$ cat config.mk
export PLATFORM = sky130hd
export DESIGN_NAME = flag_unit
export DESIGN_NICKNAME = d
export VERILOG_FILES = /design/src/rtl/flag_unit.sv
export SDC_FILE = /design/constraint.sdc
export NUM_CORES = 1
export LEC_CHECK = 0
export CORE_ASPECT_RATIO = 1.4
export CORE_MARGIN = 3
export CORE_UTILIZATION = 40
export CTS_CLUSTER_SIZE = 20
export DETAILED_ROUTE_END_ITERATION = 6
export HOLD_SLACK_MARGIN = 0.08
export MAX_ROUTING_LAYER = met4
export PLACE_DENSITY = 0.82
export SLEW_MARGIN = 20
export SYNTH_ARGS = -nofsm -noshare
export SYNTH_HDL_FRONTEND = slang
export SYNTH_SLANG_ARGS = --single-unit
export TNS_END_PERCENT = 5
$ cat constraint.sdc
create_clock -name clk -period 3.7 [get_ports clk]
set_input_delay 0.74 -clock clk [delete_from_list [all_inputs] [get_ports clk]]
set_output_delay 0.74 -clock clk [all_outputs]
set_load 0.05 [all_outputs]
$ cat src/rtl/flag_unit.sv
// Condition-flag producer: computes NZCV from ALU ops and holds the flags register.
// Optional saved-flag LIFO, built when FLAG_STACK_EN is defined.
package flag_pkg;
   typedef struct packed {
      logic n;
      logic z;
      logic c;
      logic v;
   } flags_t;
endpackage

module flag_unit
   import flag_pkg::*;
#(
   parameter int WIDTH       = 32,
   parameter int STACK_DEPTH = 4
) (
   input  logic             clk,
   input  logic             rst_n,
   input  logic             alu_valid,
   input  logic             set_flags,
   input  logic [1:0]       op_class,
   input  logic             use_carry,
   input  logic [WIDTH-1:0] op_a,
   input  logic [WIDTH-1:0] op_b,
   input  logic [WIDTH-1:0] logic_result,
   input  logic             shifter_carry,
   input  flags_t           wr_flags,
   input  logic             push,
   input  logic             pop,
   output flags_t           flags,
   output logic [WIDTH-1:0] arith_result,
   output logic             stack_empty,
   output logic             stack_full,
   output logic             stack_err
);
   localparam logic [1:0] OP_LOGIC = 2'b00;
   localparam logic [1:0] OP_ADD   = 2'b01;
   localparam logic [1:0] OP_SUB   = 2'b10;
   localparam logic [1:0] OP_WR    = 2'b11;
   localparam int MSB = WIDTH - 1;

   logic             is_sub;
   logic [WIDTH-1:0] b_eff;
   logic             cin;
   logic [WIDTH:0]   sum;
   logic [WIDTH-1:0] res;
   logic             pop_ok;
   logic             upd_blk;
   flags_t           top;
   flags_t           flags_nxt;
   logic             upd;

   // Sub is a + ~b + cin, so carry-out means "no borrow".
   always_comb begin
      is_sub = (op_class == OP_SUB);
      b_eff  = is_sub ? ~op_b : op_b;
      cin    = use_carry ? flags.c : is_sub;
      sum    = {1'b0, op_a} + {1'b0, b_eff} + {{WIDTH{1'b0}}, cin};
      res    = sum[WIDTH-1:0];
   end

   assign upd = alu_valid && set_flags && !upd_blk;

   always_comb begin
      flags_nxt = flags;
      if (pop_ok) begin
         flags_nxt = top;
      end else if (upd) begin
         case (op_class)
            OP_LOGIC: begin
               flags_nxt.n = logic_result[MSB];
               flags_nxt.z = (logic_result == '0);
               flags_nxt.c = shifter_carry;
            end
            OP_ADD: begin
               flags_nxt.n = res[MSB];
               flags_nxt.z = (res == '0);
               flags_nxt.c = sum[WIDTH];
               flags_nxt.v = (op_a[MSB] == op_b[MSB]) && (res[MSB] != op_a[MSB]);
            end
            OP_SUB: begin
               flags_nxt.n = res[MSB];
               flags_nxt.z = (res == '0);
               flags_nxt.c = sum[WIDTH];
               flags_nxt.v = (op_a[MSB] != op_b[MSB]) && (res[MSB] != op_a[MSB]);
            end
            OP_WR:   flags_nxt = wr_flags;
            default: flags_nxt = flags;
         endcase
      end
   end

   always_ff @(posedge clk or negedge rst_n) begin
      if (!rst_n) begin
         flags        <= '0;
         arith_result <= '0;
      end else begin
         flags <= flags_nxt;
         if (alu_valid && (op_class == OP_ADD || op_class == OP_SUB))
            arith_result <= res;
      end
   end

`ifdef FLAG_STACK_EN
   localparam int CW = $clog2(STACK_DEPTH + 1);
   localparam logic [CW-1:0] FULL_CNT = CW'(STACK_DEPTH);

   flags_t        stack [STACK_DEPTH];
   logic [CW-1:0] count;
   logic [CW-1:0] count_nxt;
   logic          is_empty;
   logic          is_full;
   logic          push_ok;
   logic          err_nxt;

   assign is_empty = (count == '0);
   assign is_full  = (count == FULL_CNT);
   assign push_ok  = push && !pop && !is_full;
   assign pop_ok   = pop && !push && !is_empty;
   assign err_nxt  = (push && pop) || (push && !pop && is_full) || (pop && !push && is_empty);
   // A lone pop blocks the ALU update even when it is rejected; push+pop does not.
   assign upd_blk  = pop && !push;

   always_comb begin
      count_nxt = count;
      if (push_ok)
         count_nxt = count + 1'b1;
      else if (pop_ok)
         count_nxt = count - 1'b1;
   end

   always_comb begin
      top = '0;
      for (int i = 0; i < STACK_DEPTH; i++)
         if (count == CW'(i + 1)) top = stack[i];
   end

   // Entries need no reset: the count alone decides what is valid.
   always_ff @(posedge clk) begin
      for (int i = 0; i < STACK_DEPTH; i++)
         if (push_ok && count == CW'(i)) stack[i] <= flags;
   end

   always_ff @(posedge clk or negedge rst_n) begin
      if (!rst_n) begin
         count       <= '0;
         stack_empty <= 1'b1;
         stack_full  <= 1'b0;
         stack_err   <= 1'b0;
      end else begin
         count       <= count_nxt;
         stack_empty <= (count_nxt == '0);
         stack_full  <= (count_nxt == FULL_CNT);
         stack_err   <= err_nxt;
      end
   end
`else
   logic unused_stack;

   assign unused_stack = push ^ pop;
   assign pop_ok       = 1'b0;
   assign upd_blk      = 1'b0;
   assign top          = '0;
   assign stack_empty  = 1'b1;
   assign stack_full   = 1'b0;
   assign stack_err    = 1'b0;
`endif
endmodule

==> metrics.txt, run 1 <==
clock root buffer=clkbuf_16; crit end category=flop; Ys Warns=0; Die ar.=10600 um2; Clk network pwr share=16.9%; die height=120 um; gr ovfl total=0; overall routing resource usage=between 20% and 30%; IO Count=149; antenna fix cells=0; Clock Latency Late Sink=about 0.29 ns; CP arrival=4.37 ns; Req. time, crit path=roughly 4 ns; first-pass GRT wire length=just over 20000 um; Design Area, Final=around 6600 um2; Slew Viols, Final=0; final hold violations=0; worst-margin pin slew=0.869 ns; average size of a mapped cell=8.21 um2; netlist area before placement=around 3700 um2; final wirelength=13200 um; power share of the sequential group=19.3%; most common cell after layout, fill and taps aside=clkdlybuf4s50_1; headroom to the max-slew limit=a little over two fifths; outcome=finished, violations left; Clock transition at path regs=about 0.06 ns; vias in the first global route=between 4000 and 5000; net count reported at finish=860; area share of the largest cell type after synthesis=24.1%; Sw Share=43.8%; max cap viols=0; Fill cells=approximately 690; Clock Skew=~0.0045 ns; startpoint types=input pin; vias per cell=about 5.4; port bufs=around 140; via count=roughly 4500; fin worst setup slack=-0.467 ns; Mapped Cells=between 400 and 500; H-Tree Level Count=2; CTS tree=yes; failing checks=negative setup slack; worst vdd ir=between 200 and 250 uV; Yosys cell types=66; fmax=between 200 and 250 MHz; Yosys reg bits=36; Post-DP HPWL=roughly 11000 um; initial DRC count=154; Main synth FF type=dfrtp_1; Post-synth EDFFs=0; drt wl/cell=roughly 16 um; GP Congestion=between 0.9 and 1; initial antenna violation count=0; switching power=around 1.4 mW; Initial DRT Pass Iterations=4; # DRC=0; die width=a little under 90 um; core box area=between 9000 and 10000 um2; Placed Area=slightly above 6000 um2; pin count of the biggest net entering global routing=between 50 and 60; buffer depth of the longest clock path=2; num rows=41; Initial Utilization=41.2%; Synth area leader=dfrtp_1; Final min period=4.17 ns; Crit Path Category=in -> reg; CTS Sinks=36; combinational power share=between 60% and 70%; Int Power=approximately 1.8 mW; Pwr Density=between 400 and 500 nW/um2; synth top area cells=dfrtp_1, ha_1, xor2_1; Hold/Removal Path Class=reg -> reg; Tcrit/Tclk final=113%; RSZ-0062 raised after global routing=true; share of cells above drive strength 1=a little over a quarter; worst-path maximum fanout=4; Layout area overhead=76.0%; Final ANT Viol Nets=0; most frequent cells in the layout=clkdlybuf4s50_1, buf_4, nand2_1, xor2_1, o21ai_0; endpoints failing setup=6; CTS buffer count=5; static leakage=a little under 3 nW; Fin Setup TNS=-0.995 ns; Seq/Total Area, Yosys=24.1%; Async SR Flop Fraction=100%
-- registers in the layout, summed over array words and instances (netlist names) --
register	count
arith_result	32
flags	4
-- area by class of cell --
cell class | instances | area, um2 | share of cell area, %
clock buffer | 7 | 153 | 2.32
clock inverter | 1 | 30.0 | 0.456
inverter | 16 | 72.6 | 1.10
multi-input combinational | 382 | 2860 | 43.4
sequential | 36 | 901 | 13.7
tap | 107 | 134 | 2.03
timing repair buffer | 273 | 2440 | 37.0
-- cell families (layout without fill, tap and decap cells) --
logic type	after synthesis	in the layout	synth area share [%]
xor gates and xnor gates	52	52	12.2
other	2	3	0.201
adders and majority gates	36	36	12.4
and+or+nand+nor	143	143	19.6
DFF	36	36	24.1
buffers and inverters	39	297	4.28
muxes	13	13	3.81
AOI/OAI and AO/OA	135	135	23.5
-- metrics by stage --
| stage | utilization (%) | hold WS, ns | worst slack (ns) | cells | total power [mW] |
|---|---|---|---|---|---|
| after global placement | 68.6 | 0.460 | -1.16 | 808 | 2.50 |
| after CTS | 71.9 | 0.482 | -0.320 | 820 | 3.10 |
| after global routing | 72.6 | 0.498 | -0.566 | 822 | 3.29 |
| final | 72.6 | 0.478 | -0.467 | 822 | 3.14 |
| after detailed placement | 68.6 | 0.469 | -1.21 | 808 | 2.54 |
| after floorplan | - | 0.444 | -0.465 | 457 | 1.67 |
-- power by group through the flow --
stage	clock network (mW)	logic, mW	registers, mW
after floorplan	0	0.612	1.06
after global placement	0	1.89	0.606
after detailed placement	0	1.93	0.612
after CTS	0.530	1.97	0.605
after global routing	0.550	2.12	0.617
final	0.530	2.00	0.604
-- per-layer routing --
| layer | GRT usage, % | share of wire, % | vias to the layer above |
|---|---|---|---|
| li1 | - | - | 2187 |
| met1 | 26.7 | 36 | 2108 |
| met2 | 47.4 | 56 | 158 |
| met3 | 3.20 | 6.5 | 21 |
| met4 | 6.53 | 1.8 | 0 |
| met5 | - | 0 | - |
-- final timing paths --
check	slack (ns)	start	cells past startpoint	endpoint
worst max-delay path	-0.47	op_b[1]	15	flags[2]
worst min-delay path	0.48	arith_result[3]	2	arith_result[3]
worst max register to register	-0.14	flags[1]	14	flags[2]
worst min register to register	0.48	arith_result[3]	2	arith_result[3]
max in group asynchronous	2.58	rst_n	1	arith_result[18]
min in group asynchronous	0.57	rst_n	1	arith_result[1]
-- what timing repair did --
action                     CTS  global route
pin swaps                   16             7
hold buffers                 0             0
resized for setup           34            11
hold endpoints to repair     0             0
setup endpoints to repair   20             9
setup buffers                4             2
-- critical path, stage by stage --
cell             delay, ns
clkdlybuf4s50_1       0.51
xor2_2                0.16
inv_1                 0.08
fa_2                  0.36
and2b_2               0.26
o2111ai_4             0.16
buf_4                 0.18
a21boi_4              0.18
nor2_1                0.10
nor4_1                0.32
nand4_1               0.17
or4b_4                0.52
nor4b_4               0.28
nand4b_1              0.14
o31ai_2               0.18
-- synth_stat cells (4+ instances only) --
cell / instances
nand3_1: 6
clkbuf_1: 15
nor4_1: 9
a31oi_1: 4
o2111ai_1: 4
a21o_1: 7
and3_1: 5
ha_1: 34
nand4_1: 13
mux2_2: 10
nand2_1: 53
nor3_1: 15
nand2b_1: 4
o21ai_0: 40
inv_1: 16
nor2b_1: 4
o21a_1: 4
o31ai_1: 5
xnor2_1: 10
dfrtp_1: 36
xor2_1: 42
a21oi_1: 36
nor2_1: 17
No activity file was read; power rests on OpenSTA's default activity.
==> run 2, diff against run 1 <==
==> config.mk (replaced) <==
export PLATFORM = sky130hd
export DESIGN_NAME = flag_unit
export DESIGN_NICKNAME = d
export VERILOG_FILES = /design/src/rtl/flag_unit.sv
export SDC_FILE = /design/constraint.sdc
export NUM_CORES = 1
export LEC_CHECK = 0
export CELL_PAD_IN_SITES_DETAIL_PLACEMENT = 0
export CELL_PAD_IN_SITES_GLOBAL_PLACEMENT = 1
export CORE_ASPECT_RATIO = 1.4
export CORE_MARGIN = 3
export CORE_UTILIZATION = 29
export CTS_CLUSTER_DIAMETER = 80
export CTS_CLUSTER_SIZE = 20
export DETAILED_ROUTE_END_ITERATION = 6
export HOLD_SLACK_MARGIN = 0.08
export MAX_ROUTING_LAYER = met4
export PLACE_DENSITY = 0.83
export SLEW_MARGIN = 20
export SYNTH_ARGS = -nofsm -noshare
export SYNTH_HDL_FRONTEND = slang
export SYNTH_SLANG_ARGS = --single-unit
export TNS_END_PERCENT = 50
==> metrics.txt, run 2 (same netlist as run 1, synthesis figures left out) <==
slowest stage cell, crit path=or4b_4; Clock Latency Late Sink=around 0.28 ns; switching power=about 1.4 mW; Seq. cell area=901 um2; max cap viols=0; Die ar.=14300 um2; final hold violations=0; net count reported at finish=about 870; CTS Sinks=36; fmax=250 MHz; hold path depth=2; worst-margin pin slew=about 0.85 ns; static leakage=3.02 nW; Slew Viols, Final=0; outcome=finished, violations left; Clock transition at path regs=0.06 ns; port bufs=around 140; failing checks=negative setup slack; Clock Skew=approximately 0.0027 ns; CTS buffer count=5; Int Power=about 1.7 mW; Worst path max stage delay=0.49 ns; CP most frequent cell=fa_2; headroom to the max-slew limit=43.2%; Tcrit/Tclk final=108%; die height=about 140 um; RSZ-0062 raised after global routing=true; via count=around 4400; IO Count=149; Layout area overhead=81.2%; Sw Share=44.4%; CTS tree=yes; combinational power share=between 60% and 70%; Crit Path Category=in -> reg; vias in the first global route=around 4600; worst vdd ir=231 uV; pin count of the biggest net entering global routing=39; power share of the sequential group=19.4%; max reg flops=32; # DRC=0; core box area=between 10000 and 15000 um2; drt wl/cell=approximately 15 um; R2R Path Start=flags[1]; Initial DRT Pass Iterations=4; clock root buffer=clkbuf_16; crit end category=flop; most common cell after layout, fill and taps aside=clkdlybuf4s50_1; worst r2r dst=flags[2]; GP Congestion=0.916; Regs by FF count=arith_result x32, flags x4; Worst Reg-to-Reg Cells=15; antenna fix cells=0; gr ovfl total=0; die width=~100 um; num rows=between 40 and 50; Initial Utilization=roughly 30%; overall routing resource usage=about 19%; first-pass GRT wire length=roughly 21000 um; initial DRC count=119; Post-DP HPWL=~11000 um; Hold/Removal Path Class=reg -> reg; DP Worst Slack=-1.22 ns; HP Start=arith_result[11]; worst-path maximum fanout=4; final wirelength=between 10000 and 15000 um; most frequent cells in the layout=clkdlybuf4s50_1, buf_4, nand2_1, xor2_1, dfrtp_1; Hold EP=arith_result[11]; buffer depth of the longest clock path=2; post-cts hold buffer count=0; Final min period=roughly 4 ns; CP arrival=between 4 and 5 ns; Req. time, crit path=3.89 ns; startpoint types=input pin; Fill cells=1177; Final ANT Viol Nets=0; FF-to-FF setup slack=about 0.07 ns; worst path cell trace=buf_12 > inv_12 > ha_4 > mux2_4 > fa_2 > inv_2 > fa_2 > and2b_2 > o2111ai_4 > buf_6 > a21oi_4 > nor3_4 > xnor2_1 > o21ai_1 > or4b_4 > nor4b_2 > nand4b_1 > o31ai_2; H-Tree Level Count=2; multi-input logic area=between 2000 and 3000 um2; endpoints failing setup=4; initial antenna violation count=0; fin worst setup slack=-0.293 ns; total power=roughly 3.1 mW; Pwr Density=~460 nW/um2; Clk network pwr share=14.4%; vias per cell=about 5.0; share of cells above drive strength 1=a little under 30%; Reg with most FFs=arith_result
-- run 2: layout make-up --
cell class,count,share of cell area [%]
sequential,36,13.3
clock buffer,7,2.25
timing repair buffer,279,36.5
tap,150,2.77
multi-input combinational,382,44.2
inverter,16,1.07
-- run 2: worst max-delay path by stage --
stage | endpoint | from | cells past startpoint | slack, ns
6_report | flags[2] | op_class[0] | 18 | -0.29
5_1_grt | flags[2] | op_class[0] | 18 | -0.47
4_1_cts | flags[2] | op_class[0] | 16 | -0.38
3_5_place_dp | flags[2] | op_class[0] | 18 | -1.22
3_3_place_gp | flags[2] | op_class[0] | 18 | -1.11
2_1_floorplan | flags[2] | op_class[0] | 18 | -0.46
-- run 2: timing repair --
action                                  in CTS  in global routing
gates cloned                                 0                  0
pin swaps                                   17                 18
setup buffers                                8                  3
resized for setup                           38                 29
endpoints found under the setup margin      21                 10
-- run 2: critical path: cells and delay by family --
family / cells / cell delay [ns]
compound gates: 4 / 0.63
xor+xnor: 1 / 0.16
fa+ha+maj: 3 / 0.72
buf+inv: 4 / 0.33
mux: 1 / 0.28
simple gates: 5 / 1.34
-- run 2: layer usage --
metal | vias up | share of wire [%] | track usage [%]
met1 | 2045 | 37 | 18.5
met3 | 15 | 5.4 | 2.44
li1 | 2196 | - | -
met2 | 126 | 56 | 36.8
met5 | - | 0 | -
met4 | 0 | 1.7 | 4.42
-- run 2: power groups by stage --
stage / sequential [mW] / combinational, mW / clock (mW)
after detailed placement: 0.611 / 1.94 / 0
after floorplan: 1.06 / 0.616 / 0
final: 0.603 / 2.06 / 0.446
after global routing: 0.619 / 2.20 / 0.468
after CTS: 0.605 / 2.01 / 0.456
after global placement: 0.603 / 1.92 / 0
-- run 2: per-stage QoR --
step           instances  instance area (um2)  hold slack, ns  utilization [%]  setup TNS (ns)
2_1_floorplan        457                 3850           0.444                -          -0.656
3_3_place_gp         852                 6290           0.459             50.4          -14.96
3_5_place_dp         852                 6290           0.469             50.4          -16.30
4_1_cts              867                 6640           0.482             53.2          -0.659
6_report             870                 6790           0.479             54.3          -0.663
5_1_grt              870                 6790           0.514             54.3           -1.51
==> run 3, diff against run 2 <==
--- a/config.mk
+++ b/config.mk
@@ -8,7 +8,6 @@
 export CELL_PAD_IN_SITES_DETAIL_PLACEMENT = 0
 export CELL_PAD_IN_SITES_GLOBAL_PLACEMENT = 1
 export CORE_ASPECT_RATIO = 1.4
-export CORE_MARGIN = 3
 export CORE_UTILIZATION = 29
 export CTS_CLUSTER_DIAMETER = 80
 export CTS_CLUSTER_SIZE = 20
==> metrics.txt, run 3 (same netlist as run 1, synthesis figures left out) <==
most frequent cells in the layout=clkdlybuf4s50_1, buf_4, nand2_1, xor2_1, o21ai_0; Worst Setup SP=op_class[0]; worst-margin pin slew=between 0.8 and 0.9 ns; max reg flops=32; Int Power=about 1.7 mW; Tcrit/Tclk final=111%; hold path depth=2; failing checks=design-rule violations, negative setup slack; Hold/Removal Path Class=reg -> reg; pin count of the biggest net entering global routing=56; switching power=around 1.4 mW; Final min period=between 4 and 5 ns; net count reported at finish=~870; Clock Latency Late Sink=about 0.29 ns; drt wl/cell=15.3 um; H-Tree Level Count=2; clock root buffer=clkbuf_16; CTS Sinks=36; port bufs=between 100 and 150; initial antenna violation count=0; Worst path max stage delay=~0.53 ns; Final ANT Viol Nets=0; Clock transition at path regs=~0.060 ns; outcome=finished, violations left; Layout area overhead=81.8%; vias per cell=5.08; GP Congestion=about 0.91; fmax=approximately 240 MHz; most common cell after layout, fill and taps aside=clkdlybuf4s50_1; crit end category=flop; power share of the sequential group=19.2%; FF-to-FF setup slack=-0.04 ns; initial DRC count=roughly 190; final wirelength=between 10000 and 15000 um; Seq. cell area=901 um2; endpoints failing setup=6; Initial Utilization=between 30% and 40%; static leakage=3.04 nW; antenna fix cells=0; final hold violations=0; DP Worst Slack=-1.25 ns; share of cells above drive strength 1=between 20 and 30%; Clk network pwr share=between 10% and 20%; startpoint types=input pin; Pwr Density=459 nW/um2; Crit Path Category=in -> reg; buffer depth of the longest clock path=2; CTS tree=yes; Regs by FF count=arith_result x32, flags x4; # DRC=17; CTS buffer count=5; num rows=48; Placed Area=between 6000 and 7000 um2; Clock Skew=approximately 0.0065 ns; first-pass GRT wire length=approximately 21000 um; RSZ-0062 raised after global routing=true; worst path cell trace=buf_12 > inv_12 > ha_4 > mux2_4 > fa_2 > inv_2 > fa_2 > and2b_2 > o2111ai_4 > a21boi_2 > buf_4 > a2111oi_4 > nand4_1 > or4b_4 > nor4b_4 > nand4b_1 > o31ai_2; Die ar.=~13000 um2; die height=136 um; overall routing resource usage=20.1%; Design Area, Final=slightly below 7000 um2; Final Util=54.8%; Reg with most FFs=arith_result; slowest stage cell, crit path=or4b_4; worst vdd ir=213 uV; R2R Path Start=flags[1]; Initial DRT Pass Iterations=7; vias in the first global route=between 4000 and 5000; multi-input logic area=2980 um2; HP Start=arith_result[9]; die width=slightly below 100 um; Sw Share=about 44%; combinational power share=roughly 66%; Fill cells=roughly 1100; core box area=around 12000 um2; worst r2r dst=flags[2]; CP arrival=4.31 ns; via count=4436; IO Count=149; fin worst setup slack=-0.420 ns; headroom to the max-slew limit=42.7%; CP most frequent cell=fa_2; Req. time, crit path=approximately 3.9 ns; worst-path maximum fanout=4; Worst Reg-to-Reg Cells=14; Hold EP=arith_result[9]; gr ovfl total=0; Post-DP HPWL=between 10000 and 15000 um; post-cts hold buffer count=0; max cap viols=0; Slew Viols, Final=0
-- run 3: cell count changes in the layout (fill, tap and decap cells not counted), moves of 2 or more --
cell | before | now
nor3_2 | 2 | 4
o21ai_1 | 5 | 3
o21ai_0 | 35 | 37
xor2_1 | 37 | 40
nor3_4 | 3 | 1
xor2_2 | 5 | 2
-- run 3: power groups by stage --
stage               registers, mW  logic (mW)  clock network (mW)
finish                      0.601        2.07               0.451
global route                0.615        2.20               0.470
CTS                         0.604        1.99               0.461
detailed placement          0.610        1.94                   0
global placement            0.604        1.91                   0
floorplan                    1.06       0.616                   0
-- run 3: critical path: cells and delay by family --
family,cells,cell delay (ns)
buf+inv,4,0.34
compound gates,4,0.84
simple gates,5,1.36
mux,1,0.28
fa+ha+maj,3,0.75
-- run 3: routing by layer --
metal / up-vias / track usage (%) / part of all wire (%)
met3: 22 / 3.03 / 5.2
met5: - / - / 0
met4: 0 / 7.07 / 1.6
li1: 2208 / - / -
met2: 130 / 40.1 / 57
met1: 2076 / 19.3 / 37
-- run 3: worst max path at each step --
stage                          end  slack, ns  cells after the start
after floorplan           flags[2]      -0.46                     18
after global placement    flags[2]      -1.13                     16
after detailed placement  flags[2]      -1.25                     17
after CTS                 flags[2]      -0.45                     17
after global routing      flags[2]      -0.53                     17
final                     flags[2]      -0.42                     17
-- run 3: layout make-up --
class,count,area share (%)
Clock buffer,7,2.24
Multi-Input combinational cell,382,43.8
Timing Repair Buffer,282,36.9
Sequential cell,36,13.2
Inverter,16,1.07
Tap cell,150,2.76
-- run 3: timing repair --
action                     in CTS  in global routing
setup endpoints to repair      21                 11
resized for setup              29                 33
pin swaps                      19                 19
buffers inserted               10                  7
-- run 3: stage by stage --
step	instances	total power, mW	hold WS, ns	TNS (ns)
6_report	873	3.12	0.478	-1.15
5_1_grt	873	3.29	0.509	-1.86
4_1_cts	866	3.06	0.485	-0.926
3_5_place_dp	849	2.55	0.471	-16.73
3_3_place_gp	849	2.51	0.462	-14.58
2_1_floorplan	457	1.68	0.444	-0.656
